### config.mk
export PLATFORM = sky130hd
export DESIGN_NAME = fb_scanout_flat
export DESIGN_NICKNAME = d
export VERILOG_FILES = /design/src/rtl/fb_pkg.sv /design/src/rtl/fb_scanout_if.sv /design/src/rtl/fb_lookahead_counter.sv /design/src/rtl/fb_scanout.sv /design/src/flat_wrapper.sv
export SDC_FILE = /design/constraint.sdc
export NUM_CORES = 1
export LEC_CHECK = 0
export BUFFER_PORTS_ARGS = -buffer_cell sky130_fd_sc_hd__clkbuf_2
export CAP_MARGIN = 30
export CORE_ASPECT_RATIO = 1.75
export CORE_UTILIZATION = 29
export CTS_BUF_LIST = sky130_fd_sc_hd__clkbuf_16
export DETAILED_ROUTE_END_ITERATION = 10
export PLACE_DENSITY = 0.46
export SLEW_MARGIN = 40
export SYNTH_ARGS = -nofsm -noshare
export SYNTH_HDL_FRONTEND = slang
export SYNTH_SLANG_ARGS = --single-unit
### constraint.sdc
create_clock -name clk_pixel -period 10.46 [get_ports clk_pixel]
set_input_delay 2.092 -clock clk_pixel [delete_from_list [all_inputs] [get_ports clk_pixel]]
set_output_delay 2.092 -clock clk_pixel [all_outputs]
set_load 0.005 [all_outputs]
### src/rtl/fb_pkg.sv
// Shared framebuffer constants and types for scanout, framebuffer and spi_gpu.
package fb_pkg;
  localparam int FB_WIDTH_DEF    = 320;
  localparam int FB_HEIGHT_DEF   = 240;
  localparam int SCALE_DEF       = 4;
  localparam int SCANOUT_LATENCY = 3;
  localparam int COORD_W         = 12;
  localparam int FB_ADDR_W       = 17;
  localparam int PAL_IDX_W       = 8;
  localparam int RGB_W           = 24;

  typedef logic [COORD_W-1:0]   coord_t;
  typedef logic [FB_ADDR_W-1:0] fb_addr_t;
  typedef logic [PAL_IDX_W-1:0] pal_idx_t;
  typedef logic [RGB_W-1:0]     rgb_t;

  // In-image test result for one pixel, carried down the read pipeline.
  typedef struct packed {
    logic in_x;
    logic in_y;
  } span_t;
endpackage

### src/rtl/fb_scanout_if.sv
// Read bus between the scanout engine and the index RAM / palette memories.
interface fb_scanout_if;
  import fb_pkg::*;

  fb_addr_t fb_addr;
  pal_idx_t fb_index;
  pal_idx_t pal_addr;
  rgb_t     pal_rgb;

  modport master (output fb_addr, output pal_addr, input fb_index, input pal_rgb);
  modport slave  (input fb_addr, input pal_addr, output fb_index, output pal_rgb);
endinterface

### src/rtl/fb_lookahead_counter.sv
// Raster position running SCANOUT_LATENCY pixels ahead of cx/cy, resynced at (0,0).
module fb_lookahead_counter
  import fb_pkg::*;
(
  input  logic   clk_pixel,
  input  logic   reset,
  input  coord_t cx,
  input  coord_t cy,
  input  coord_t frame_width,
  input  coord_t frame_height,
  output coord_t lx,
  output coord_t ly,
  output coord_t lx_nxt,
  output coord_t ly_nxt
);
  localparam coord_t LX_START = coord_t'(SCANOUT_LATENCY);

  coord_t lx_q, ly_q;
  logic   sync;

  // The resync value applies to the current cycle so the look-ahead is exact at cx=0,cy=0.
  always_comb begin
    sync   = (cx == '0) && (cy == '0);
    lx     = sync ? LX_START : lx_q;
    ly     = sync ? '0 : ly_q;
    lx_nxt = lx + 12'd1;
    ly_nxt = ly;
    if (lx >= frame_width - 12'd1) begin
      lx_nxt = '0;
      ly_nxt = (ly >= frame_height - 12'd1) ? '0 : ly + 12'd1;
    end
  end

  always_ff @(posedge clk_pixel) begin
    if (reset) begin
      lx_q <= LX_START;
      ly_q <= '0;
    end else begin
      lx_q <= lx_nxt;
      ly_q <= ly_nxt;
    end
  end
endmodule

### src/rtl/fb_scanout.sv
// Framebuffer scanout: look-ahead addressing, index RAM and palette pipeline to HDMI pixels.
// Define FB_SCANOUT_BORDER_EN to show palette entry 0 outside the image instead of black.
module fb_scanout
  import fb_pkg::*;
#(
  parameter int FB_WIDTH  = FB_WIDTH_DEF,
  parameter int FB_HEIGHT = FB_HEIGHT_DEF,
  parameter int SCALE     = SCALE_DEF,
  parameter int OFFSET_X  = 320,
  parameter int OFFSET_Y  = 60
) (
  input  logic         clk_pixel,
  input  logic         reset,
  input  coord_t       cx,
  input  coord_t       cy,
  input  coord_t       frame_width,
  input  coord_t       frame_height,
  fb_scanout_if.master mem,
  output rgb_t         rgb,
  output logic         hblank,
  output logic         vblank
);
  localparam coord_t   X_LO     = coord_t'(OFFSET_X);
  localparam coord_t   X_HI     = coord_t'(OFFSET_X + FB_WIDTH * SCALE);
  localparam coord_t   Y_LO     = coord_t'(OFFSET_Y);
  localparam coord_t   Y_HI     = coord_t'(OFFSET_Y + FB_HEIGHT * SCALE);
  localparam fb_addr_t ROW_STEP = fb_addr_t'(FB_WIDTH);
  localparam int       SC_W     = (SCALE > 1) ? $clog2(SCALE) : 1;
  localparam logic [SC_W-1:0] SC_LAST = SC_W'(SCALE - 1);

  coord_t lx, ly, lx_nxt, ly_nxt;
  logic   in_x, in_y, in_x_n, in_y_n, line_step;
  logic [SC_W-1:0] sx, sy, sx_n, sy_n;
  fb_addr_t col, row_base, col_n, row_base_n;
  span_t  span1, span2;

  fb_lookahead_counter u_lookahead (
    .clk_pixel    (clk_pixel),
    .reset        (reset),
    .cx           (cx),
    .cy           (cy),
    .frame_width  (frame_width),
    .frame_height (frame_height),
    .lx           (lx),
    .ly           (ly),
    .lx_nxt       (lx_nxt),
    .ly_nxt       (ly_nxt)
  );

  // col/row_base describe the current look-ahead pixel; the *_n values describe the next one,
  // so fb_addr can be registered in step with lx/ly.
  always_comb begin
    in_x      = (lx >= X_LO) && (lx < X_HI);
    in_y      = (ly >= Y_LO) && (ly < Y_HI);
    in_x_n    = (lx_nxt >= X_LO) && (lx_nxt < X_HI);
    in_y_n    = (ly_nxt >= Y_LO) && (ly_nxt < Y_HI);
    line_step = (ly_nxt != ly);

    sx_n  = '0;
    col_n = '0;
    if (in_x && in_x_n) begin
      if (sx == SC_LAST) begin
        col_n = col + fb_addr_t'(1);
      end else begin
        sx_n  = sx + SC_W'(1);
        col_n = col;
      end
    end

    sy_n       = '0;
    row_base_n = '0;
    if (in_y && in_y_n) begin
      if (!line_step) begin
        sy_n       = sy;
        row_base_n = row_base;
      end else if (sy == SC_LAST) begin
        row_base_n = row_base + ROW_STEP;
      end else begin
        sy_n       = sy + SC_W'(1);
        row_base_n = row_base;
      end
    end
  end

  always_ff @(posedge clk_pixel) begin
    if (reset) begin
      sx          <= '0;
      sy          <= '0;
      col         <= '0;
      row_base    <= '0;
      mem.fb_addr <= '0;
      span1       <= '0;
      span2       <= '0;
    end else begin
      sx       <= sx_n;
      sy       <= sy_n;
      col      <= col_n;
      row_base <= row_base_n;
      if (in_x_n && in_y_n) begin
        mem.fb_addr <= row_base_n + col_n;
      end
      span1 <= '{in_x: in_x, in_y: in_y};
      span2 <= span1;
    end
  end

  always_comb begin
    mem.pal_addr = (span1.in_x && span1.in_y) ? mem.fb_index : '0;
  end

  always_ff @(posedge clk_pixel) begin
    if (reset) begin
      rgb    <= '0;
      hblank <= 1'b1;
      vblank <= 1'b1;
    end else begin
      hblank <= !span2.in_x;
      vblank <= !span2.in_y;
`ifdef FB_SCANOUT_BORDER_EN
      rgb    <= mem.pal_rgb;
`else
      rgb    <= (span2.in_x && span2.in_y) ? mem.pal_rgb : '0;
`endif
    end
  end
endmodule
### src/flat_wrapper.sv
// flat-port wrapper written by rule: the top's interface ports become plain ports
module fb_scanout_flat import fb_pkg::*;
#(
  parameter int FB_WIDTH  = FB_WIDTH_DEF,
  parameter int FB_HEIGHT = FB_HEIGHT_DEF,
  parameter int SCALE     = SCALE_DEF,
  parameter int OFFSET_X  = 320,
  parameter int OFFSET_Y  = 60
)
  (clk_pixel, reset, cx, cy, frame_width, frame_height, rgb, hblank, vblank, mem_fb_addr, mem_pal_addr, mem_fb_index, mem_pal_rgb);
  fb_scanout_if mem_i ();
  input  logic clk_pixel;
  input  logic reset;
  input  coord_t cx;
  input  coord_t cy;
  input  coord_t frame_width;
  input  coord_t frame_height;
  output rgb_t rgb;
  output logic hblank;
  output logic vblank;
  output wire logic [$bits(mem_i.fb_addr)-1:0] mem_fb_addr;
  output wire logic [$bits(mem_i.pal_addr)-1:0] mem_pal_addr;
  input wire logic [$bits(mem_i.fb_index)-1:0] mem_fb_index;
  input wire logic [$bits(mem_i.pal_rgb)-1:0] mem_pal_rgb;
  assign mem_fb_addr = mem_i.fb_addr;
  assign mem_pal_addr = mem_i.pal_addr;
  assign mem_i.fb_index = mem_fb_index;
  assign mem_i.pal_rgb = mem_pal_rgb;
  fb_scanout #(.FB_WIDTH(FB_WIDTH), .FB_HEIGHT(FB_HEIGHT), .SCALE(SCALE), .OFFSET_X(OFFSET_X), .OFFSET_Y(OFFSET_Y)) u_core (.clk_pixel(clk_pixel), .reset(reset), .cx(cx), .cy(cy), .frame_width(frame_width), .frame_height(frame_height), .mem(mem_i), .rgb(rgb), .hblank(hblank), .vblank(vblank));
endmodule
==> summary.txt, run 1 <==
GRT
  • Gr ovfl total: 0
  • Antenna violations before repair: 0
  • Global-route wire length before repair: 28000 um
  • Largest net degree at the start of global routing: 65
  • All-layer global routing usage: 0.154
  • Vias in the first global route: about 5600

Synthesis
  • Sequential share of the synthesized area: 0.329
  • Top FF cell, synth: dfxtp_1
  • Syn Inst Count: approximately 790
  • Unique masters post-synth: ~60
  • Syn Area/Cell: ~8.4 um2
  • Syn Nets: between 900 and 1000
  • Async S/R FF share, synth: 0
  • Post-synth EDFFs: 0
  • Warnings from Yosys: 0
  • Leading area contributor after synthesis: dfxtp_1
  • Top post-synthesis cells by area: dfxtp_1, ha_1, nor2_1
  • Synth top area share: 0.329
  • Cell Area, Synth: between 6000 and 7000 um2
  • Number of synthesized register bits: roughly 110

STA
  • RSZ-0062 raised after global routing: no
  • Fmax: 119 MHz
  • Setup_tns: 0 ps
  • Clock skew: ~8.7 ps
  • Post-route clock period utilization: 0.803
  • Fin crit period: about 8400 ps
  • Setup violations, final: 0
  • Fin. max-slew vios: 0
  • Slew headroom: 0.473
  • Slew @ Worst Pin: 787 ps
  • Count of final hold-check violations: 0

Cells and area
  • Nets@finish: about 1000
  • Area Growth Syn to Fin: 19.0%
  • Ant. Diodes: 0
  • Most frequent cells in the layout: clkbuf_2, nor2_1, dfxtp_1, ha_1, xnor2_1
  • Commonest non-fill, non-tap cell in the layout: clkbuf_2
  • Cell Count, Final, Fillers Out: about 1200
  • Share of layout cells above drive strength 1: 0.198

Critical path
  • WP data arrival: a little under 9000 ps
  • Critical path's top delay family: compound AO/OA/AOI/OAI gates
  • Critical Path Start Type: primary input
  • CP Class: in2reg
  • Worst Path Buf+Inv: 2
  • Critical Path RT: roughly 11000 ps
  • Slowest stage cell, crit path: o311ai_0
  • Worst Setup End Kind: register
  • Worst path most repeated cell: o21a_1
  • Worst path depth: 25
  • Reg2Reg Depth: 22
  • CP peak stage delay: around 640 ps
  • Crit-path max FO: 28

Drt
  • # DRC: 0
  • Routed via count: roughly 5700
  • Final wirelength: between 15000 and 20000 um
  • DRT Pass-1 Iters: 4
  • Initial DRC count: between 150 and 200
  • Via density: 4.72
  • Final ANT Viol Nets: 0
  • Drt wl/cell: 14.4 um

CTS
  • H-tree depth: 3
  • Worst-skew pair later-pin latency: ~360 ps
  • Num CTS Buffers: 9
  • Clock root cell: clkbuf_16
  • TritonCTS Sinks: around 110
  • Clock-pin slew on the worst setup and hold paths: approximately 80 ps
  • Hold Buf Count CTS: 0
  • Post_cts resized: 0
  • CTS tree: done
  • Max clock buf depth: 2
  • Post-CTS Setup Bufs: 0

Placement
  • Placed wire-length estimate: 13700 um
  • Gp weighted congestion: roughly 0.84
  • PortBufs: between 100 and 150
  • Post-Place Cells: 1196

Power and ir drop
  • Leak pwr: between 3 and 4 nW
  • Total Power: 0.000854 W
  • Peak supply drop: ~0.073 mV
  • Power density cells: approximately 110 nW/um2

Die
  • Die area: roughly 24000 um2
  • DIE HEIGHT: roughly 200 um
  • Initial core utilization: 0.298
  • Core Rows: 72
  • IO Pins: roughly 130
  • Core ar.: ~22000 um2
  • DIE WIDTH: between 100 and 150 um

Hold path
  • WHS Path Cells: 1
  • Hold/Removal Path Class: reg2reg

Flow run
  • Max-cap violation count: 0

Status
  • Status: finished clean
==> worst paths after layout <==
| kind | startpoint | end | slack, ps |
|---|---|---|---|
| setup / recovery | cy[0] | u_core.mem.fb_addr[15] | 2060 |
| hold / removal | u_core.span2[1] | u_core.hblank | 410 |
| setup reg to reg | u_core.u_lookahead.lx_q[0] | u_core.mem.fb_addr[15] | 4470 |
| hold reg to reg | u_core.span2[1] | u_core.hblank | 410 |
==> cell families after synthesis <==
logic type      after synthesis  synth area share
compound gates               98             0.105
xor+xnor                     79             0.104
fa+ha+maj                    50            0.0954
buf+inv                      51            0.0328
flops                       109             0.329
mux                          21            0.0352
simple gates                386             0.299
==> power by group <==
part           switching (W)  internal, W
registers         0.00000252     0.000417
clock network       0.000168     0.000212
logic              0.0000287    0.0000261
==> routing by layer <==
layer,global-route usage,share of wire,up-vias
li1,-,-,2993
met2,0.294,0.55,100
met5,0,0,-
met1,0.164,0.40,2594
met3,0.0159,0.023,28
met4,0.0678,0.028,0
==> final cells by class <==
cell class | count | area (um2)
clock buffers | 9 | 225
multi-input cells | 634 | 4250
clock inverters | 7 | 96.3
flip-flops and latches | 109 | 2180
well taps | 296 | 370
fillers | 2396 | 14400
inverters | 20 | 75.1
repair buffers | 137 | 698
==> worst reg2reg max path, cell delays in order (launching register included) <==
cell and delay [ps]:
dfxtp_1 350, nor2_1 260, ha_1 300, nor3b_1 270
o21ai_1 150, a21oi_4 310, o21a_1 500, o211ai_1 180
a2111o_1 460, nor3_2 420, o21ai_1 120, buf_4 230
nor2_1 120, ha_1 250, o21ai_0 150, o21a_1 210
o311ai_0 640, nand2_1 200, o2111ai_1 260, a21oi_1 110
xnor2_1 210, nand2b_1 90, mux2i_1 120
==> synthesized netlist by cell type (3+ instances only) <==
master	instances
nor2_1	126
dfxtp_1	109
ha_1	49
xnor2_1	47
and2_1	45
nand2_1	42
nor3_1	35
xor2_1	32
nand3_1	30
clkbuf_1	22
nand2b_1	22
inv_1	20
o21ai_0	18
a21oi_1	17
and3_1	17
nor4_1	17
nor2b_1	14
a211oi_1	12
mux2i_1	11
nand4_1	11
a21o_1	9
mux2_2	7
nor3b_1	5
o21a_1	5
o211ai_1	4
a211o_1	3
a211oi_2	3
a31oi_1	3
buf_2	3
mux2_4	3
nor3_2	3
o21ai_1	3
o22ai_1	3
or2_2	3
or3_1	3
==> flip-flops by register name (all words and copies together) (netlist names) <==
| name | count |
|---|---|
| u_core.u_lookahead.ly_q | 12 |
| u_core.u_lookahead.lx_q | 12 |
| u_core.span2 | 2 |
| u_core.mem.fb_addr | 17 |
| u_core.hblank | 1 |
| u_core.col | 17 |
| u_core.rgb | 24 |
| u_core.sy | 2 |
| u_core.sx | 2 |
| u_core.vblank | 1 |
| u_core.span1 | 2 |
| u_core.row_base | 17 |
==> per-stage QoR <==
step / setup WS (ps) / hold slack, ps / util / area, um2
floorplan: 2390 / 370 / - / 6640
global placement: 1890 / 382 / 0.340 / 7560
detailed placement: 1700 / 397 / 0.340 / 7580
CTS: 2070 / 419 / 0.355 / 7900
global route: 1520 / 438 / 0.355 / 7900
finish: 2060 / 407 / 0.355 / 7900
Note: power is estimated with default switching activity, not from simulation.
==> inputs of run 2 (changes only) <==
Settings changed: PLACE_DENSITY 0.46 to 0.47.
Clock period 10.46 ns to 7 ns, I/O delays scaled along.
==> summary.txt, run 2 (same netlist as run 1, synthesis figures left out) <==
Placement
  • Place WS: -228 ps (-1920 ps)
  • PortBufs: 132 (unchanged)
  • Gp weighted congestion: 0.809 (-3.7%)
  • Placed wire-length estimate: 14400 um (+5.4%)

GRT
  • Vias in the first global route: 6088 (+9.4%)
  • Antenna violations before repair: 0 (unchanged)
  • Global-route wire length before repair: 29200 um (+4.3%)
  • All-layer global routing usage: 0.160 (+0.00624)
  • Largest net degree at the start of global routing: 65 (unchanged)
  • Gr ovfl total: 0 (unchanged)

STA
  • Post-route clock period utilization: 0.944
  • Slew headroom: 0.498 (+0.0248)
  • Hold Slack: 393 ps (-13.8 ps)
  • Fmax: 151 MHz
  • Fin. max-slew vios: 0 (unchanged)
  • Post-route setup slack: 392 ps (-1670 ps)
  • Slew @ Worst Pin: 746 ps (-41.0 ps)
  • Clock skew: 12.7 ps (+4.06 ps)
  • Fin crit period: between 6000 and 7000 ps
  • Setup violations, final: 0 (unchanged)
  • Count of final hold-check violations: 0 (unchanged)

Cells and area
  • Nets@finish: 1125 (+7.9%)
  • Most frequent cells in the layout: clkbuf_2, nor2_1, dfxtp_1, buf_4, ha_1
  • Share of layout cells above drive strength 1: 0.276 (+0.0780)
  • Ant. Diodes: 0 (unchanged)
  • Fillcell total: 2345 (-2.1%)
  • Layout Utilization: 0.386 (+0.0306)
  • Largest Register: u_core.rgb
  • Multi-input logic area: 4310 um2 (+1.4%)
  • Area Growth Syn to Fin: 29.2%
  • Max FFs per register: 24 (unchanged)
  • Commonest non-fill, non-tap cell in the layout: clkbuf_2
  • FF/Latch Area: 2180 um2 (unchanged)

Die
  • IO Pins: 133 (unchanged)
  • DIE WIDTH: 116 um (unchanged)
  • Initial core utilization: 0.298 (unchanged)
  • Core ar.: 22300 um2 (unchanged)
  • DIE HEIGHT: 202 um (unchanged)
  • Die area: 23500 um2 (unchanged)
  • Core Rows: 72 (unchanged)

Power and ir drop
  • Net switching power: 0.000330 W (+65%)
  • Total Power: 0.00126 W (+47%)
  • Peak supply drop: 0.0926 mV (+28%)
  • Int Pwr: 0.000926 W (+41%)
  • Gate power share: 0.069 (+0.005)
  • Clock power frac: 0.431 (-0.014)
  • Sequential Power Share: 0.500 (+0.009)
  • Sw frac: 0.263 (+0.0289)
  • Leak pwr: 3.66 nW (+12%)
  • Power density cells: 146 nW/um2 (+35%)

Critical path
  • Crit-path max FO: 15 (-46%)
  • Worst Setup End Kind: register
  • CP Class: in2reg
  • WP data arrival: 6870 ps (-1820 ps)
  • Critical Path Start Type: primary input
  • Critical Path RT: 7260 ps (-3490 ps)

Hold path
  • Hold/Removal Path Class: reg2reg

Drt
  • Via density: 4.68 (-0.76%)
  • Final wirelength: 18200 um (+4.3%)
  • Initial DRC count: 225 (+22%)
  • DRT Pass-1 Iters: 4 (unchanged)
  • Routed via count: 6055 (+5.9%)
  • # DRC: 0 (unchanged)
  • Final ANT Viol Nets: 0 (unchanged)
  • Drt wl/cell: 14.1 um (-2.3%)

CTS
  • Max clock buf depth: 2 (unchanged)
  • TritonCTS Sinks: 109 (unchanged)
  • Post-CTS Setup Bufs: 0 (unchanged)
  • Clock root cell: clkbuf_16
  • Worst-skew pair later-pin latency: 370 ps (about the same)
  • Clock-pin slew on the worst setup and hold paths: 90 ps (about the same)
  • Hold Buf Count CTS: 0 (unchanged)
  • H-tree depth: 3 (unchanged)
  • CTS tree: done
  • Num CTS Buffers: 9 (unchanged)

Flow run
  • Max-cap violation count: 0 (unchanged)

Status
  • Status: finished clean
-- run 2: cell count changes in the layout (fill, tap and decap cells not counted), sizes merged --
cell      previous run  this run
bufinv               2         0
inv                 22        25
clkinvlp             1         0
buf                  5        87
-- run 2: power by group through the flow --
stage / logic (W) / clock network (W) / registers, W
floorplan: 0.0000458 / 0 / 0.000640
global placement: 0.0000862 / 0 / 0.000642
detailed placement: 0.0000871 / 0 / 0.000642
CTS: 0.0000875 / 0.000562 / 0.000627
global route: 0.0000979 / 0.000591 / 0.000628
finish: 0.0000862 / 0.000542 / 0.000628
-- run 2: per-stage QoR --
step           cell area, um2  setup TNS (ps)  instances
2_1_floorplan            6670               0        794
6_report                 8580               0       1294
5_1_grt                  8580           -10.5       1294
4_1_cts                  8540               0       1294
3_5_place_dp             8230            -952       1278
3_3_place_gp             8220            -465       1278
-- run 2: timing repair --
item / CTS / global route
gates resized for setup: 0 / 8
setup endpoints to repair: 0 / 6
endpoints found under the hold margin: 0 / 0
-- run 2: metal layers --
metal / up-vias / wire length (um) / GRT usage
li1: 3147 / - / -
met1: 2796 / 7210 / 0.169
met2: 79 / 10100 / 0.303
met3: 33 / 377 / 0.0195
met4: 0 / 539 / 0.0751
met5: - / 0 / 0
-- run 2: final timing paths --
| kind | cells past startpoint | endpoint | from | slack (ps) |
|---|---|---|---|---|
| setup / recovery | 28 | u_core.mem.fb_addr[13] | cx[1] | 390 |
| hold / removal | 1 | u_core.hblank | u_core.span2[1] | 390 |
| hold reg to reg | 1 | u_core.hblank | u_core.span2[1] | 390 |
| setup reg to reg | 23 | u_core.mem.fb_addr[13] | u_core.u_lookahead.lx_q[7] | 1970 |
-- run 2: area by class of cell --
| class | instances | area share |
|---|---|---|
| Sequential cell | 109 | 0.254 |
| Tap cell | 296 | 0.0432 |
| Inverter | 20 | 0.00875 |
| Clock buffer | 9 | 0.0263 |
| Multi-Input combinational cell | 634 | 0.503 |
| Timing Repair Buffer | 219 | 0.155 |
| Clock inverter | 7 | 0.0104 |
-- run 2: worst max-delay path, stage by stage --
cell,delay [ps]
clkbuf_2,80
nor4_1,300
nand4_1,170
or2_4,350
buf_4,190
nand2_1,90
inv_1,60
ha_1,180
a21o_1,180
a211o_1,320
o22ai_1,190
nor2_1,150
nor4_2,250
o22ai_1,110
buf_4,160
nor4b_4,320
o21ai_2,160
nor2_1,250
ha_1,280
a211oi_1,300
o21a_1,200
o311ai_1,110
buf_4,170
a31o_2,230
a21oi_1,160
xor2_1,160
nor2_1,50
mux2_2,280
